<file path="config.mk">
export PLATFORM = sky130hd
export DESIGN_NAME = phase_error_tdc_5bit
export DESIGN_NICKNAME = d
export VERILOG_FILES = /design/src/rtl/phase_error_tdc_5bit.sv
export SDC_FILE = /design/constraint.sdc
export NUM_CORES = 1
export LEC_CHECK = 0
export ABC_AREA = 0
export CAP_MARGIN = 15
export CORE_MARGIN = 2
export CORE_UTILIZATION = 43
export DETAILED_ROUTE_END_ITERATION = 16
export GPL_TIMING_DRIVEN = 0
export HOLD_SLACK_MARGIN = 0.1
export SETUP_SLACK_MARGIN = 0.05
export SLEW_MARGIN = 20
export SYNTH_ARGS = -nofsm -noshare
export SYNTH_HDL_FRONTEND = slang
export SYNTH_SLANG_ARGS = --single-unit
</file>
<file path="constraint.sdc">
create_clock -name clk -period 1.85 [get_ports clk]
set_input_delay 0.555 -clock clk [delete_from_list [all_inputs] [get_ports clk]]
set_output_delay 0.555 -clock clk [all_outputs]
set_load 0.02 [all_outputs]
</file>
<file path="src/rtl/phase_error_tdc_5bit.sv">
// Counter-based phase/frequency detector: measures clk cycles between rising
// edges of ref_in and fb_in, reports sign-magnitude error and a lock flag.

module phase_error_tdc_edge #(
  parameter int STAGES = 2
) (
  input  logic clk,
  input  logic reset,
  input  logic d,
  output logic rise
);
  logic [STAGES:0] chain;
  logic            hist;

  assign chain[0] = d;

  for (genvar i = 0; i < STAGES; i++) begin : g_sync
    always_ff @(posedge clk) begin
      if (reset) chain[i+1] <= 1'b0;
      else       chain[i+1] <= chain[i];
    end
  end

  always_ff @(posedge clk) begin
    if (reset) hist <= 1'b0;
    else       hist <= chain[STAGES];
  end

  assign rise = chain[STAGES] & ~hist;
endmodule

module phase_error_tdc_5bit #(
  parameter int SYNC_STAGES = 2,
  parameter int LOCK_TOL    = 1,
  parameter int LOCK_COUNT  = 8
) (
  input  logic       clk,
  input  logic       reset,
  input  logic       ref_in,
  input  logic       fb_in,
  output logic [4:0] error,
  output logic       error_sign,
  output logic       error_valid,
  output logic       lock
);
  localparam int         NUM_LANES = 2;
  localparam logic [4:0] CNT_MAX   = 5'd31;
  localparam logic [4:0] TOL       = 5'(LOCK_TOL);
  localparam logic [7:0] LOCK_MAX  = 8'(LOCK_COUNT);

  typedef enum logic [1:0] {IDLE, REF_LEAD, FB_LEAD} state_t;

  // lane 0 = reference, lane 1 = feedback
  logic [NUM_LANES-1:0] lane_in, lane_rise;
  logic                 ref_rise, fb_rise;

  assign lane_in  = {fb_in, ref_in};
  assign ref_rise = lane_rise[0];
  assign fb_rise  = lane_rise[1];

  for (genvar l = 0; l < NUM_LANES; l++) begin : g_lane
    phase_error_tdc_edge #(.STAGES(SYNC_STAGES)) u_edge (
      .clk   (clk),
      .reset (reset),
      .d     (lane_in[l]),
      .rise  (lane_rise[l])
    );
  end

  state_t     state, state_n;
  logic [4:0] cnt, cnt_n, cnt_inc;
  logic       pub, pub_sign;
  logic [4:0] pub_mag;
  logic [7:0] lock_cnt, lock_cnt_inc;

  assign cnt_inc = (cnt == CNT_MAX) ? CNT_MAX : cnt + 5'd1;

  always_ff @(posedge clk) begin
    if (reset) begin
      state <= IDLE;
      cnt   <= '0;
    end else begin
      state <= state_n;
      cnt   <= cnt_n;
    end
  end

  always_comb begin
    state_n  = state;
    cnt_n    = cnt;
    pub      = 1'b0;
    pub_mag  = '0;
    pub_sign = 1'b0;
    case (state)
      IDLE: begin
        if (ref_rise && fb_rise) begin
          pub = 1'b1;
        end else if (ref_rise) begin
          state_n = REF_LEAD;
          cnt_n   = 5'd1;
        end else if (fb_rise) begin
          state_n = FB_LEAD;
          cnt_n   = 5'd1;
        end
      end
      REF_LEAD: begin
        if (fb_rise) begin
          // a coincident ref edge is dropped, measurement restarts from IDLE
          pub     = 1'b1;
          pub_mag = cnt;
          state_n = IDLE;
          cnt_n   = '0;
        end else if (ref_rise) begin
          pub     = 1'b1;
          pub_mag = CNT_MAX;
          cnt_n   = 5'd1;
        end else begin
          cnt_n = cnt_inc;
        end
      end
      FB_LEAD: begin
        if (ref_rise) begin
          pub      = 1'b1;
          pub_mag  = cnt;
          pub_sign = 1'b1;
          state_n  = IDLE;
          cnt_n    = '0;
        end else if (fb_rise) begin
          pub      = 1'b1;
          pub_mag  = CNT_MAX;
          pub_sign = 1'b1;
          cnt_n    = 5'd1;
        end else begin
          cnt_n = cnt_inc;
        end
      end
      default: begin
        state_n = IDLE;
        cnt_n   = '0;
      end
    endcase
  end

  always_ff @(posedge clk) begin
    if (reset) begin
      error       <= '0;
      error_sign  <= 1'b0;
      error_valid <= 1'b0;
    end else begin
      error_valid <= pub;
      if (pub) begin
        error      <= pub_mag;
        error_sign <= pub_sign;
      end
    end
  end

  assign lock_cnt_inc = (lock_cnt >= LOCK_MAX) ? LOCK_MAX : lock_cnt + 8'd1;

  // lock tracks a run of small errors; any large error or slip breaks it
  always_ff @(posedge clk) begin
    if (reset) begin
      lock_cnt <= '0;
      lock     <= 1'b0;
    end else if (pub) begin
      if (pub_mag <= TOL) begin
        lock_cnt <= lock_cnt_inc;
        lock     <= (lock_cnt_inc == LOCK_MAX);
      end else begin
        lock_cnt <= '0;
        lock     <= 1'b0;
      end
    end
  end
endmodule

</file>
After elaboration in Yosys (flattened, before gate mapping)
Index checks and enable logic that the tools add are counted.
{ "classes": {"muxes": 30, "magnitude_cmp": 2, "reduce_logical": 4, "n_eq_ne": 8, "n_bitwise": 4, "n_addsub": 2} }
{ "ops": {"columns": ["op", "n"], "rows": [
  ["2-to-1 mux 5 bit", 12],
  ["2-to-1 mux 8 bit", 2],
  ["case mux 5 bit (3 select lines)", 1],
  ["2-to-1 mux 2 bit", 5],
  ["case mux 5 bit (2 select lines)", 1],
  ["adder 8 x 1 -> 8 bit (second input constant)", 1],
  ["== test 8 x 4 -> 1 bit (second input constant)", 1],
  ["greater-or-equal comparator 8 x 4 -> 1 bit (second input constant)", 1],
  ["2-to-1 mux 1 bit", 7],
  ["!= test 2 bit (second input constant)", 3],
  ["case mux 2 bit (3 select lines)", 1],
  ["adder 5 x 1 -> 5 bit (second input constant)", 1],
  ["== test 5 bit (second input constant)", 1],
  ["<= comparator 5 x 1 -> 1 bit (second input constant)", 1],
  ["AND reduction 4 bit", 1],
  ["!= test 3 bit (second input constant)", 1],
  ["case mux 1 bit (3 select lines)", 1],
  ["AND 1 bit", 2],
  ["== test 2 x 1 -> 1 bit (second input constant)", 1],
  ["== test 2 bit (second input constant)", 1],
  ["logical NOT 2 bit", 1],
  ["inverter 1 bit", 2],
  ["AND reduction 2 bit", 1],
  ["logical AND 1 bit", 1]
]} }
{ "totals": {"output_inout_bits": 8, "regBits": 29} }

Depth between registers and ports, before layout
{ "logic_depth": {"ltp_word": 7, "mapped_depth": 8, "ltp_nobuf": 7} }

Hierarchy
From an unflattened synthesis, not the netlist that was laid out.
{ "hier_totals": {"hier_cells": 162, "hier_area_um2": 1405.1} }
{ "by_module_without_submodules": {"columns": ["module", "cells_per_inst", "area_each_um2", "instances", "seq_area_each_um2"], "rows": [
  ["phase_error_tdc_5bit", 148, 1229.9, 1, 460.4],
  ["phase_error_tdc_edge", 7, 87.6, 2, 60.1]
]} }

Least setup slack after synthesis
Ideal clock, no wire load.
{ "synth_path": {"kind": "register to register", "start": "register state[0]", "end": "register error[0]", "setup_time_ns": 0.128, "path_slack_ns": 0.178, "arrival_time_ns": 1.544, "path_stages_with_launch": 9, "t_required_ns": 1.722, "path_cell_list": "dfxtp_1 > inv_1 > ha_1 > buf_2 > a21oi_2 > o32a_1 > buf_2 > a32oi_1 > nor2_1"} }
{ "synth_via": {"elab_chain_cells": 2} }
{ "synth_lines": {"columns": ["item", "line_no", "text"], "rows": [
  ["start, declared", "70", "state_t state, state_n;"],
  ["start signal, assigned", "83", "state <= state_n;"],
  ["== test 2 bit (tied with other cells)", "94", "case (state)"],
  ["case mux 1 bit (3 select lines) / case mux 5 bit (2 select lines) (equally long branches)", "94", null],
  ["end signal, assigned", "152", "error <= pub_mag;"],
  ["end, declared", "41", "output logic [4:0] error,"]
]} }
Several ways; a longest one is shown, not always the timed one.
A chain may end at the register's enable or synchronous reset.

Worst setup path after layout
Same ends and word-level chain as after synthesis.

==> results.cfg <==
[status]
status = finished, final reports clean

[clocking]
clkSinkCount = 29
numCtsBuffers = 5
clockBufferDepth = 2
clock-root-buffer = clkbuf_4
clock_latency_ps = 330
cts_tree = done
hold_buffers = 0
cts_max_level = 2
clkTransAtPathRegs_ps = 90

[final_layout]
final_area_um2 = 1700
final_common_cell = dfxtp_1
syn_to_final_growth_pct = 19.3
layout-drive-gt1-share = 0.133
antennaDiodeCount = 0
fillerInstances = 318
nets = 198
final_cell_mix = 27 x dfxtp_1, 18 x nand2_1, 13 x a21oi_1

[timing]
relSlewSlack = 0.638
worst_pin_slew_ps = 544
min_period_over_period = 0.956
rsz0062_at_grt = yes
clock.fmax_ghz = 0.565
whs_ps = 448
setup_violations = 0
skew_ps = 10.8
maxSlewViolCount = 0
timing.final.crit_period_ps = 1770
report.final.hold_viol_count = 0

[power]
p_int_uw = 841
power_mw = 1.15
max-vdd-ir-drop_v = 0.000360
p_sw_frac = 0.272
power_frac_clock = 0.314
leakagePower_nw = 0.650
p_sw_uw = 314
pwr-share-comb = 0.121
seq_power_share = 0.565
p_per_area_nw_per_um2 = 679

[routing]
wl_per_cell_um = 13.4
drtAntennaViolNets = 0
drtIter0Drc = 92
drc = 0
vias = 1256
routed_wl_um = 3110
post_drt_via_cell_ratio = 5.41
drtPass1Iterations = 4

[setup_path]
end_kind = register
slowest_stage = o32a_1
crit_arrival_ps = 2000
slowest_delay_ps = 400
critPathRequiredTime_ps = 2080
worstSetupPathType = reg2reg
cp_cell_sequence = inv_1, ha_1, a21oi_4, o32a_1, buf_6, a32oi_1, nor2_1
cp-start-kind = register
critPathMaxFanout = 10

[floorplan]
die_x_um = 61.6
die_y_um = 61.6
placeableCoreArea_um2 = 3100
io_pins = 12
start_util = 0.459
die_area_um2 = 3790
rows = 20

[yosys]
synth_area_um2 = 1430
synth_area_per_cell_um2 = 8.69
ys.warnings.count = 0
synth_edf_count = 0
synth_cells = 164
ys_seq_area_frac = 0.407
synth_flop_cell = dfxtp_1
synth_cell_types = 41
synthArstFlopShare = 0
synth_seq_cells = 29
synth.net_count = 175

[placement]
io_buffers = 11
detailed_place_hpwl_um = 2180
place_area_um2 = 1590
gp_congestion = 0.835

[run]
drv_cap = 0

[grt]
grt_usage = 0.192
gr-total-overflow = 0
grt_pass1_wl_um = 5290
grt_pass1_vias = 1147
antenna_found_initial = 0
grt_max_degree = 11

[worst_hold_path]
min_path_type = reg2reg
[synthesized netlist by cell type, types with 2 or more instances]
cell | n | area, µm²
nand3b_1 | 2 | 15.0
a21oi_1 | 14 | 70.1
and2_1 | 2 | 12.5
dfxtp_1 | 29 | 581
o211ai_1 | 5 | 37.5
a31oi_1 | 3 | 18.8
nor3b_1 | 4 | 30.0
ha_1 | 7 | 87.6
nand2_1 | 18 | 67.6
buf_2 | 2 | 10.0
clkbuf_1 | 3 | 11.3
nor2_1 | 5 | 18.8
o21ai_0 | 7 | 35.0
nand4_1 | 6 | 37.5
nand3_1 | 9 | 45.0
nor2b_1 | 8 | 50.1
or3_1 | 2 | 12.5
nand4b_1 | 2 | 17.5
nand2b_1 | 3 | 18.8
inv_1 | 12 | 45.0
[worst paths after layout]
kind                                   startpoint                                   end  slack, ps  cells after the start
max                         state[0]$_SDFFE_PP0P_                 error[0]$_SDFFE_PP0P_         80                      7
min          g_lane[1].u_edge.chain[1]$_SDFF_PP0_  g_lane[1].u_edge.chain[2]$_SDFF_PP0_        450                      1
max reg2reg                 state[0]$_SDFFE_PP0P_                 error[0]$_SDFFE_PP0P_         80                      7
min reg2reg  g_lane[1].u_edge.chain[1]$_SDFF_PP0_  g_lane[1].u_edge.chain[2]$_SDFF_PP0_        450                      1
[metal layers]
layer  part of all wire  vias to the layer above  GRT usage  routed length (µm)
met5                  0                        -          0                   0
met3              0.037                        5     0.0630                 114
met4              0.012                        0     0.0638                  37
met1               0.48                      598      0.245                1510
li1                   -                      632          -                   -
met2               0.47                       21      0.307                1450
[cell type report]
type / count / area (µm²) / share of cell area
Timing Repair Buffer: 16 / 141 / 0.0831
Clock buffer: 6 / 41.3 / 0.0243
Sequential cell: 29 / 583 / 0.343
Multi-Input combinational cell: 117 / 778 / 0.458
Tap cell: 44 / 55.1 / 0.0324
Inverter: 12 / 45.0 / 0.0265
Buffer: 6 / 46.3 / 0.0272
Clock inverter: 2 / 10.0 / 0.00589
[timing repair]
item	CTS	global route
endpoints found under the hold margin	0	0
endpoints found under the setup margin	17	20
pin swaps	1	2
gates resized for setup	10	8
setup buffers	3	2
[flip-flops by register name, summed over array words and instances (netlist names)]
register and count:
cnt 5, error_sign 1, error_valid 1, g_lane.u_edge.chain 4
g_lane.u_edge.hist 2, state 2, error 5, lock_cnt 8
lock 1
[worst max-delay path, delay by kind of cell, from the launching register on]
kind | cells | cell delay (ps)
buffers and inverters | 2 | 220
AO/OA/AOI/OAI | 3 | 650
flip-flops | 1 | 350
AND/OR/NAND/NOR | 1 | 50
adder cells (fa/ha/maj) | 1 | 380
[power groups by stage]
stage / clock (mW) / combinational [mW] / sequential, mW
after global placement: 0 / 0.120 / 0.665
after CTS: 0.373 / 0.130 / 0.653
after global routing: 0.413 / 0.153 / 0.655
after detailed placement: 0 / 0.123 / 0.667
after floorplan: 0 / 0.0909 / 0.664
final: 0.362 / 0.140 / 0.653
[cells by family (layout without fill, tap and decap cells)]
group                      count (synthesis)  count (layout)  share of synthesized area
xor gates and xnor gates                   1               1                    0.00615
adders and majority gates                  7               7                     0.0615
DFF                                       29              29                      0.407
AOI/OAI and AO/OA                         42              42                      0.202
and+or+nand+nor                           67              67                      0.269
buffers and inverters                     18              42                     0.0544
[per-stage QoR]
| stage | cells | setup slack, ps | TNS [ps] | utilization |
|---|---|---|---|---|
| 2_1_floorplan | 164 | 178 | 0 | - |
| 3_3_place_gp | 219 | -282 | -2690 | 0.513 |
| 3_5_place_dp | 219 | -300 | -2760 | 0.513 |
| 4_1_cts | 230 | 50.6 | 0 | 0.535 |
| 5_1_grt | 232 | -12.4 | -12.4 | 0.548 |
| 6_report | 232 | 81.6 | 0 | 0.548 |
Note: power is estimated with default switching activity, not from simulation.
